### src/rtl/alu_pkg.sv
// Shared arithmetic definitions for the add/sub datapath.
//   OP_ADD / OP_SUB : encoding of the 1-bit operation select
//   MAX_W           : widest operand the helper functions support
//   CNT_W           : width of the overflow event counter
//   smax(w)/smin(w) : two's-complement extremes of a w-bit signed value,
//                     returned as MAX_W-bit patterns (use the low w bits)
package alu_pkg;

  localparam logic OP_ADD = 1'b0;
  localparam logic OP_SUB = 1'b1;

  localparam int MAX_W = 64;
  localparam int CNT_W = 16;

  function automatic logic [MAX_W-1:0] smax(input int unsigned w);
    return (MAX_W'(1) << (w - 1)) - MAX_W'(1);
  endfunction

  // Only the sign bit set: the most negative w-bit value.
  function automatic logic [MAX_W-1:0] smin(input int unsigned w);
    return MAX_W'(1) << (w - 1);
  endfunction

endpackage

### src/rtl/iaxistream.sv
// Minimal AXI4-Stream bundle used across the codebase.
//   tdata  : payload, DATA_W bits
//   tvalid : source has a beat
//   tready : sink accepts the beat
//   tlast  : packet boundary marker
//   tid    : stream identifier, ID_W bits
// Modports: Master drives payload/valid, Slave drives ready.
interface IAxiStream #(
  parameter int DATA_W = 32,
  parameter int ID_W   = 1
);
  logic [DATA_W-1:0] tdata;
  logic              tvalid;
  logic              tready;
  logic              tlast;
  logic [ID_W-1:0]   tid;

  modport Master (output tdata, tvalid, tlast, tid, input tready);
  modport Slave  (input tdata, tvalid, tlast, tid, output tready);
endinterface

### src/rtl/addsub_core.sv
// Width-parametric signed add/subtract with overflow detection and optional
// saturation. Purely combinational.
//   a, b : signed operands, DATA_W bits
//   op   : OP_ADD -> a + b, OP_SUB -> a - b
//   y    : result (clamped when SATURATE != 0, wrapped otherwise)
//   ovf  : the exact DATA_W+1-bit result does not fit in DATA_W bits
module addsub_core
  import alu_pkg::*;
#(
  parameter int DATA_W   = 32,
  parameter int SATURATE = 1
) (
  input  logic [DATA_W-1:0] a,
  input  logic [DATA_W-1:0] b,
  input  logic              op,
  output logic [DATA_W-1:0] y,
  output logic              ovf
);

  localparam logic [DATA_W-1:0] MAX_V = DATA_W'(smax(DATA_W));
  localparam logic [DATA_W-1:0] MIN_V = DATA_W'(smin(DATA_W));

  logic [DATA_W:0] a_x;
  logic [DATA_W:0] b_x;
  logic [DATA_W:0] sum;

  // NOTE: every output of this block gets a value on every path (y has a
  // default before the conditional clamp), so no latch is inferred.
  always_comb begin
    a_x = {a[DATA_W-1], a};
    b_x = {b[DATA_W-1], b};
    sum = (op == OP_SUB) ? (a_x - b_x) : (a_x + b_x);
    // One extra bit holds any sum of two DATA_W values; the result fits only
    // when the top two bits agree.
    ovf = sum[DATA_W] ^ sum[DATA_W-1];
    y   = sum[DATA_W-1:0];
    if ((SATURATE != 0) && ovf) begin
      y = sum[DATA_W] ? MIN_V : MAX_V;
    end
  end

endmodule

### src/rtl/axis_addsub_pipe.sv
// Streaming signed adder/subtractor with a LATENCY-deep pipeline.
// A pair is consumed only when both input streams are valid and the pipeline
// can advance; results come out in order with backpressure on result.
//   aclk     : clock, rising edge
//   aresetn  : synchronous active-low reset (valid bits and counter only)
//   a, b     : operand streams (slave), tlast of the pair is OR-ed
//   op       : OP_ADD / OP_SUB for the pair accepted this cycle
//   result   : result stream (master), tid tied to 0
//   ovf_flag : presented result beat overflowed
//   ovf_cnt  : saturating count of overflowed beats transferred on result
//   ovf_clr  : synchronous clear of ovf_cnt, wins over an increment
module axis_addsub_pipe
  import alu_pkg::*;
#(
  parameter int DATA_W   = 32,
  parameter int LATENCY  = 2,
  parameter int SATURATE = 1
) (
  input  logic             aclk,
  input  logic             aresetn,
  IAxiStream.Slave         a,
  IAxiStream.Slave         b,
  input  logic             op,
  IAxiStream.Master        result,
  output logic             ovf_flag,
  output logic [CNT_W-1:0] ovf_cnt,
  input  logic             ovf_clr
);

  typedef struct packed {
    logic [DATA_W-1:0] data;
    logic              last;
    logic              ovf;
  } beat_t;

  logic [LATENCY-1:0] stg_vld;
  beat_t              stg [LATENCY];

  logic              out_valid;
  logic              en;
  logic              fire;
  logic [DATA_W-1:0] core_y;
  logic              core_ovf;

  // The whole pipe moves in lockstep: it may advance whenever the output
  // register is empty or being drained this cycle.
  assign out_valid = stg_vld[LATENCY-1];
  assign en        = !out_valid || result.tready;
  // Both readies come from the same term, so a beat is never taken from one
  // stream alone. Gated by reset so nothing is consumed while held in reset.
  assign fire      = aresetn && en && a.tvalid && b.tvalid;
  assign a.tready  = fire;
  assign b.tready  = fire;

  addsub_core #(
    .DATA_W   (DATA_W),
    .SATURATE (SATURATE)
  ) u_core (
    .a   (a.tdata),
    .b   (b.tdata),
    .op  (op),
    .y   (core_y),
    .ovf (core_ovf)
  );

  // NOTE: sequential state uses non-blocking assignments so every stage
  // samples its predecessor's pre-edge value regardless of statement order.
  always_ff @(posedge aclk) begin
    if (!aresetn) begin
      stg_vld <= '0;
    end else if (en) begin
      // A cycle without a fire loads a bubble, so nothing is emitted twice.
      stg_vld[0] <= fire;
      for (int i = 1; i < LATENCY; i++) begin
        stg_vld[i] <= stg_vld[i-1];
      end
    end
  end

  // NOTE: the payload registers carry no reset; a stage's contents are only
  // observed when its valid bit is set, and the valid bits are reset.
  always_ff @(posedge aclk) begin
    if (en) begin
      stg[0] <= '{data: core_y, last: a.tlast | b.tlast, ovf: core_ovf};
      for (int i = 1; i < LATENCY; i++) begin
        stg[i] <= stg[i-1];
      end
    end
  end

  assign result.tvalid = out_valid;
  assign result.tdata  = stg[LATENCY-1].data;
  assign result.tlast  = stg[LATENCY-1].last;
  assign result.tid    = '0;
  assign ovf_flag      = out_valid && stg[LATENCY-1].ovf;

  always_ff @(posedge aclk) begin
    if (!aresetn) begin
      ovf_cnt <= '0;
    end else if (ovf_clr) begin
      ovf_cnt <= '0;
    end else if (ovf_flag && result.tready && (ovf_cnt != '1)) begin
      ovf_cnt <= ovf_cnt + 1'b1;
    end
  end

endmodule

### src/flat_wrapper.sv
// flat-port wrapper written by rule: the top's interface ports become plain ports
module axis_addsub_pipe_flat import alu_pkg::*;
#(
  parameter int DATA_W   = 32,
  parameter int LATENCY  = 2,
  parameter int SATURATE = 1
)
  (aclk, aresetn, op, ovf_flag, ovf_cnt, ovf_clr, a_tdata, a_tvalid, a_tlast, a_tid, a_tready, b_tdata, b_tvalid, b_tlast, b_tid, b_tready, result_tdata, result_tvalid, result_tlast, result_tid, result_tready);
  IAxiStream #(.DATA_W(DATA_W)) a_i ();
  IAxiStream #(.DATA_W(DATA_W)) b_i ();
  IAxiStream #(.DATA_W(DATA_W)) result_i ();
  input  logic aclk;
  input  logic aresetn;
  input  logic op;
  output logic ovf_flag;
  output logic [CNT_W-1:0] ovf_cnt;
  input  logic ovf_clr;
  input wire logic [$bits(a_i.tdata)-1:0] a_tdata;
  input wire logic [$bits(a_i.tvalid)-1:0] a_tvalid;
  input wire logic [$bits(a_i.tlast)-1:0] a_tlast;
  input wire logic [$bits(a_i.tid)-1:0] a_tid;
  output wire logic [$bits(a_i.tready)-1:0] a_tready;
  input wire logic [$bits(b_i.tdata)-1:0] b_tdata;
  input wire logic [$bits(b_i.tvalid)-1:0] b_tvalid;
  input wire logic [$bits(b_i.tlast)-1:0] b_tlast;
  input wire logic [$bits(b_i.tid)-1:0] b_tid;
  output wire logic [$bits(b_i.tready)-1:0] b_tready;
  output wire logic [$bits(result_i.tdata)-1:0] result_tdata;
  output wire logic [$bits(result_i.tvalid)-1:0] result_tvalid;
  output wire logic [$bits(result_i.tlast)-1:0] result_tlast;
  output wire logic [$bits(result_i.tid)-1:0] result_tid;
  input wire logic [$bits(result_i.tready)-1:0] result_tready;
  assign a_i.tdata = a_tdata;
  assign a_i.tvalid = a_tvalid;
  assign a_i.tlast = a_tlast;
  assign a_i.tid = a_tid;
  assign a_tready = a_i.tready;
  assign b_i.tdata = b_tdata;
  assign b_i.tvalid = b_tvalid;
  assign b_i.tlast = b_tlast;
  assign b_i.tid = b_tid;
  assign b_tready = b_i.tready;
  assign result_tdata = result_i.tdata;
  assign result_tvalid = result_i.tvalid;
  assign result_tlast = result_i.tlast;
  assign result_tid = result_i.tid;
  assign result_i.tready = result_tready;
  axis_addsub_pipe #(.DATA_W(DATA_W), .LATENCY(LATENCY), .SATURATE(SATURATE)) u_core (.aclk(aclk), .aresetn(aresetn), .a(a_i), .b(b_i), .op(op), .result(result_i), .ovf_flag(ovf_flag), .ovf_cnt(ovf_cnt), .ovf_clr(ovf_clr));
endmodule
### config.mk
export PLATFORM = sky130hd
export DESIGN_NAME = axis_addsub_pipe_flat
export DESIGN_NICKNAME = d
export VERILOG_FILES = /design/src/rtl/alu_pkg.sv /design/src/rtl/iaxistream.sv /design/src/rtl/addsub_core.sv /design/src/rtl/axis_addsub_pipe.sv /design/src/flat_wrapper.sv
export SDC_FILE = /design/constraint.sdc
export NUM_CORES = 1
export LEC_CHECK = 0
export CORE_MARGIN = 10
export CORE_UTILIZATION = 51
export CTS_BUF_LIST = sky130_fd_sc_hd__clkbuf_4 sky130_fd_sc_hd__clkbuf_8 sky130_fd_sc_hd__clkbuf_16
export DETAILED_ROUTE_END_ITERATION = 12
export GPL_TIMING_DRIVEN = 0
export PLACE_DENSITY = 0.81
export SYNTH_ARGS = -nofsm -noshare
export SYNTH_HDL_FRONTEND = slang
export SYNTH_SLANG_ARGS = --single-unit
### constraint.sdc
create_clock -name aclk -period 5.8 [get_ports aclk]
set_clock_uncertainty 0.15 [all_clocks]
set_input_delay 0.58 -clock aclk [delete_from_list [all_inputs] [get_ports aclk]]
set_output_delay 0.58 -clock aclk [all_outputs]
set_load 0.01 [all_outputs]
==> metrics.cfg <==
[status]
status = complete, no violations

[synth]
yosysSeqAreaShare = 0.4278
async_reset_ff_frac = 0
ys_dominant_reg_cell = edfxtp_1
ys_ff_latch = 86
yosysUniqueCellTypes = 62
yosysWarningCount = 0
synth_edf_count = 68
synth_area_leaders = edfxtp_1 36%, xnor2_1 8.0%, ha_1 7.6%
synthCells = 571
avgSynthCellArea_um2 = 9.834
synthesis.area_um2 = 5615
postSynthNetCount = 681
synth.largest_area_cell = edfxtp_1
yosysTopAreaCellShare = 0.3636

[sta]
drv_slew = 0
finalSetupViolCount = 0
post-route-period-util = 0.9142
period_needed_ps = 5303
rsz0062_at_grt = no
finalSetupTns_ps = 0
hold_viol_final = 0
max_freq_ghz = 0.1886
worst_slew_pin_slew_ps = 679.5
relSlewSlack = 0.5447

[layout]
fin_area_um2 = 7252
n_antenna_cell = 0
final_core_util = 0.6719
areaGrowthSynthToFinish_pct = 29.14
fillers = 849
fin_nets = 817
layout-drive-gt1-share = 0.09551

[power]
vdd_ir_drop_max_mv = 0.1824
leakage_nw = 2.836
p_per_area_nw_per_um2 = 334.5

[place]
hpwl_mm = 10.64
placed_area_um2 = 7052
port_buffers = 124
place.gp.congestion = 0.8977

[global_routing]
grt_pass1_wl_mm = 21.60
antenna_found_initial = 0
grt_pass1_vias = 4639
gr-total-overflow = 0
grtUsageTotal = 0.1618
grt_max_degree = 46

[setup_path]
r2r_slack_ps = 3530
path_max_fanout = 10
start_kind = input pin
crit_chain = clkdlybuf4s50_1 -> inv_1 -> ha_1 -> nor3b_1 -> and4bb_1 -> a21oi_1 -> xnor2_1 -> ha_1 -> clkbuf_1 -> a21o_1 -> a21o_1 -> a21oi_1 -> o221ai_1 -> o21bai_1 -> o31ai_1 -> xnor2_2 -> nor2_2 -> buf_2 -> o21ai_0
cp_slowest_cell = clkdlybuf4s50_1
end_kind = register
max_stage_delay_ps = 470
crit_arrival_ps = 5230
required_ps = 5730
worstSetupPathType = input pin to register

[clock_tree]
cts_setup_buffers = 0
cts-root-buf = clkbuf_8
clockBufferDepth = 2
clk_latency_ps = 340
cts_tree = yes
numCtsBuffers = 9
hold_buffers = 0
clkSinkCount = 86
cts-htree-levels = 3
clk_pin_slew_ps = 80
cts_resized = 0

[floorplan]
dieWidth_um = 124.9
core-area_um2 = 10790
io_pins = 129
start_util = 0.5203
rows = 38
die_h_um = 124.9
die-area_um2 = 15610

[worst_hold_path]
min_path_type = register to register

[routing]
num_vias = 4591
drtAntennaViolNets = 0
wire_per_inst_um = 15.25
wl_mm = 13.00
route.detailed.drc = 0
via_per_inst = 5.388
drt-initial-drc-count = 364
dr.pass1.iters = 5

[flow_run]
cap_viol_max_count = 0

per-stage QoR:
stage | power [W] | cells | setup WS (ps) | hold slack [ps]
3_5_place_dp | 0.002045 | 836 | 58.46 | 254.5
2_1_floorplan | 0.001617 | 571 | 1291 | 250.3
4_1_cts | 0.002453 | 852 | 417.3 | 263.3
5_1_grt | 0.002579 | 852 | 93.62 | 277.9
6_report | 0.002426 | 852 | 497.4 | 261.1
3_3_place_gp | 0.002013 | 835 | 185.3 | 251.6
critical path: cells and delay by family:
kind | cells | cell delay, ps
adders and majority gates | 2 | 420
xor gates and xnor gates | 2 | 430
and+or+nand+nor | 3 | 1120
AOI/OAI and AO/OA | 8 | 1660
buffers and inverters | 4 | 1010
flip-flops by register name, summed over array words and instances (netlist names):
register / count
u_core.ovf_cnt: 16
u_core.stg_vld: 2
u_core.stg: 68
worst paths after layout:
check               startpoint                  to  cells past startpoint
min          u_core.stg[0][21]   u_core.stg[0][55]                      0
min reg2reg  u_core.stg[0][21]   u_core.stg[0][55]                      0
max                 b_tdata[0]   u_core.stg[0][32]                     19
max reg2reg  u_core.ovf_cnt[0]  u_core.ovf_cnt[15]                      9
layer usage:
layer  vias up  track usage  routed length (um)
met3        14      0.04647                 898
met2       183       0.2677                6120
met1      2094       0.1996                5808
met4         0      0.05217                 168
met5         -            0                   0
li1       2300            -                   -
kinds of logic after synthesis:
logic type | share of synthesized area
flip-flops | 0.4278
AO/OA/AOI/OAI | 0.1569
multiplexers | 0.005348
AND/OR/NAND/NOR | 0.1317
adder cells (fa/ha/maj) | 0.08824
buffers and inverters | 0.07130
XOR/XNOR | 0.1181
other | 0.0006678
report_power, final:
part           internal (W)  total, W  switching [W]
combinational      0.000551  0.000996       0.000445
clock              0.000212  0.000403       0.000191
sequential         0.000968   0.00103      0.0000590
total               0.00173   0.00243       0.000695
cells in the mapped netlist, drive strengths merged (2+ instances only):
master,number
a211o,2
a211oi,2
a21o,16
a21oi,51
a31oi,2
and2,2
and3,6
buf,41
clkbuf,8
dfxtp,18
edfxtp,68
ha,34
inv,20
maj3,5
mux2i,3
nand2,33
nand2b,3
nand3,15
nand4,5
nor2,57
nor2b,2
nor3,11
nor4,5
nor4b,2
o211ai,2
o21a,3
o21ai,44
o21bai,6
o31ai,4
or3,3
or4,4
xnor2,53
xor2,21
layout make-up:
cell class | instances | area, um2 | share of cell area
multi-input cells | 416 | 2819 | 0.3887
repair buffers | 125 | 1261 | 0.1739
clock buffers | 12 | 146.4 | 0.02019
inverters | 20 | 75.07 | 0.01035
flip-flops and latches | 86 | 2402 | 0.3313
clock inverters | 4 | 47.55 | 0.006556
plain buffers | 49 | 325.3 | 0.04486
well taps | 140 | 175.2 | 0.02415
cell usage in the layout (no fill, tap or decap), types with 6 or more instances in the layout:
cell and instances:
nor2_1 56, nor3_1 11, a21oi_1 51, xnor2_1 51
o21bai_1 6, clkdlybuf4s50_1 124, edfxtp_1 68, dfxtp_1 18
buf_4 37, clkbuf_1 8, clkbuf_8 9, ha_1 34
nand2_1 32, nand3_1 15, o21ai_0 42, and3_1 6
xor2_1 21, a21o_1 16, inv_1 19
(Power assumes the default switching activity.)
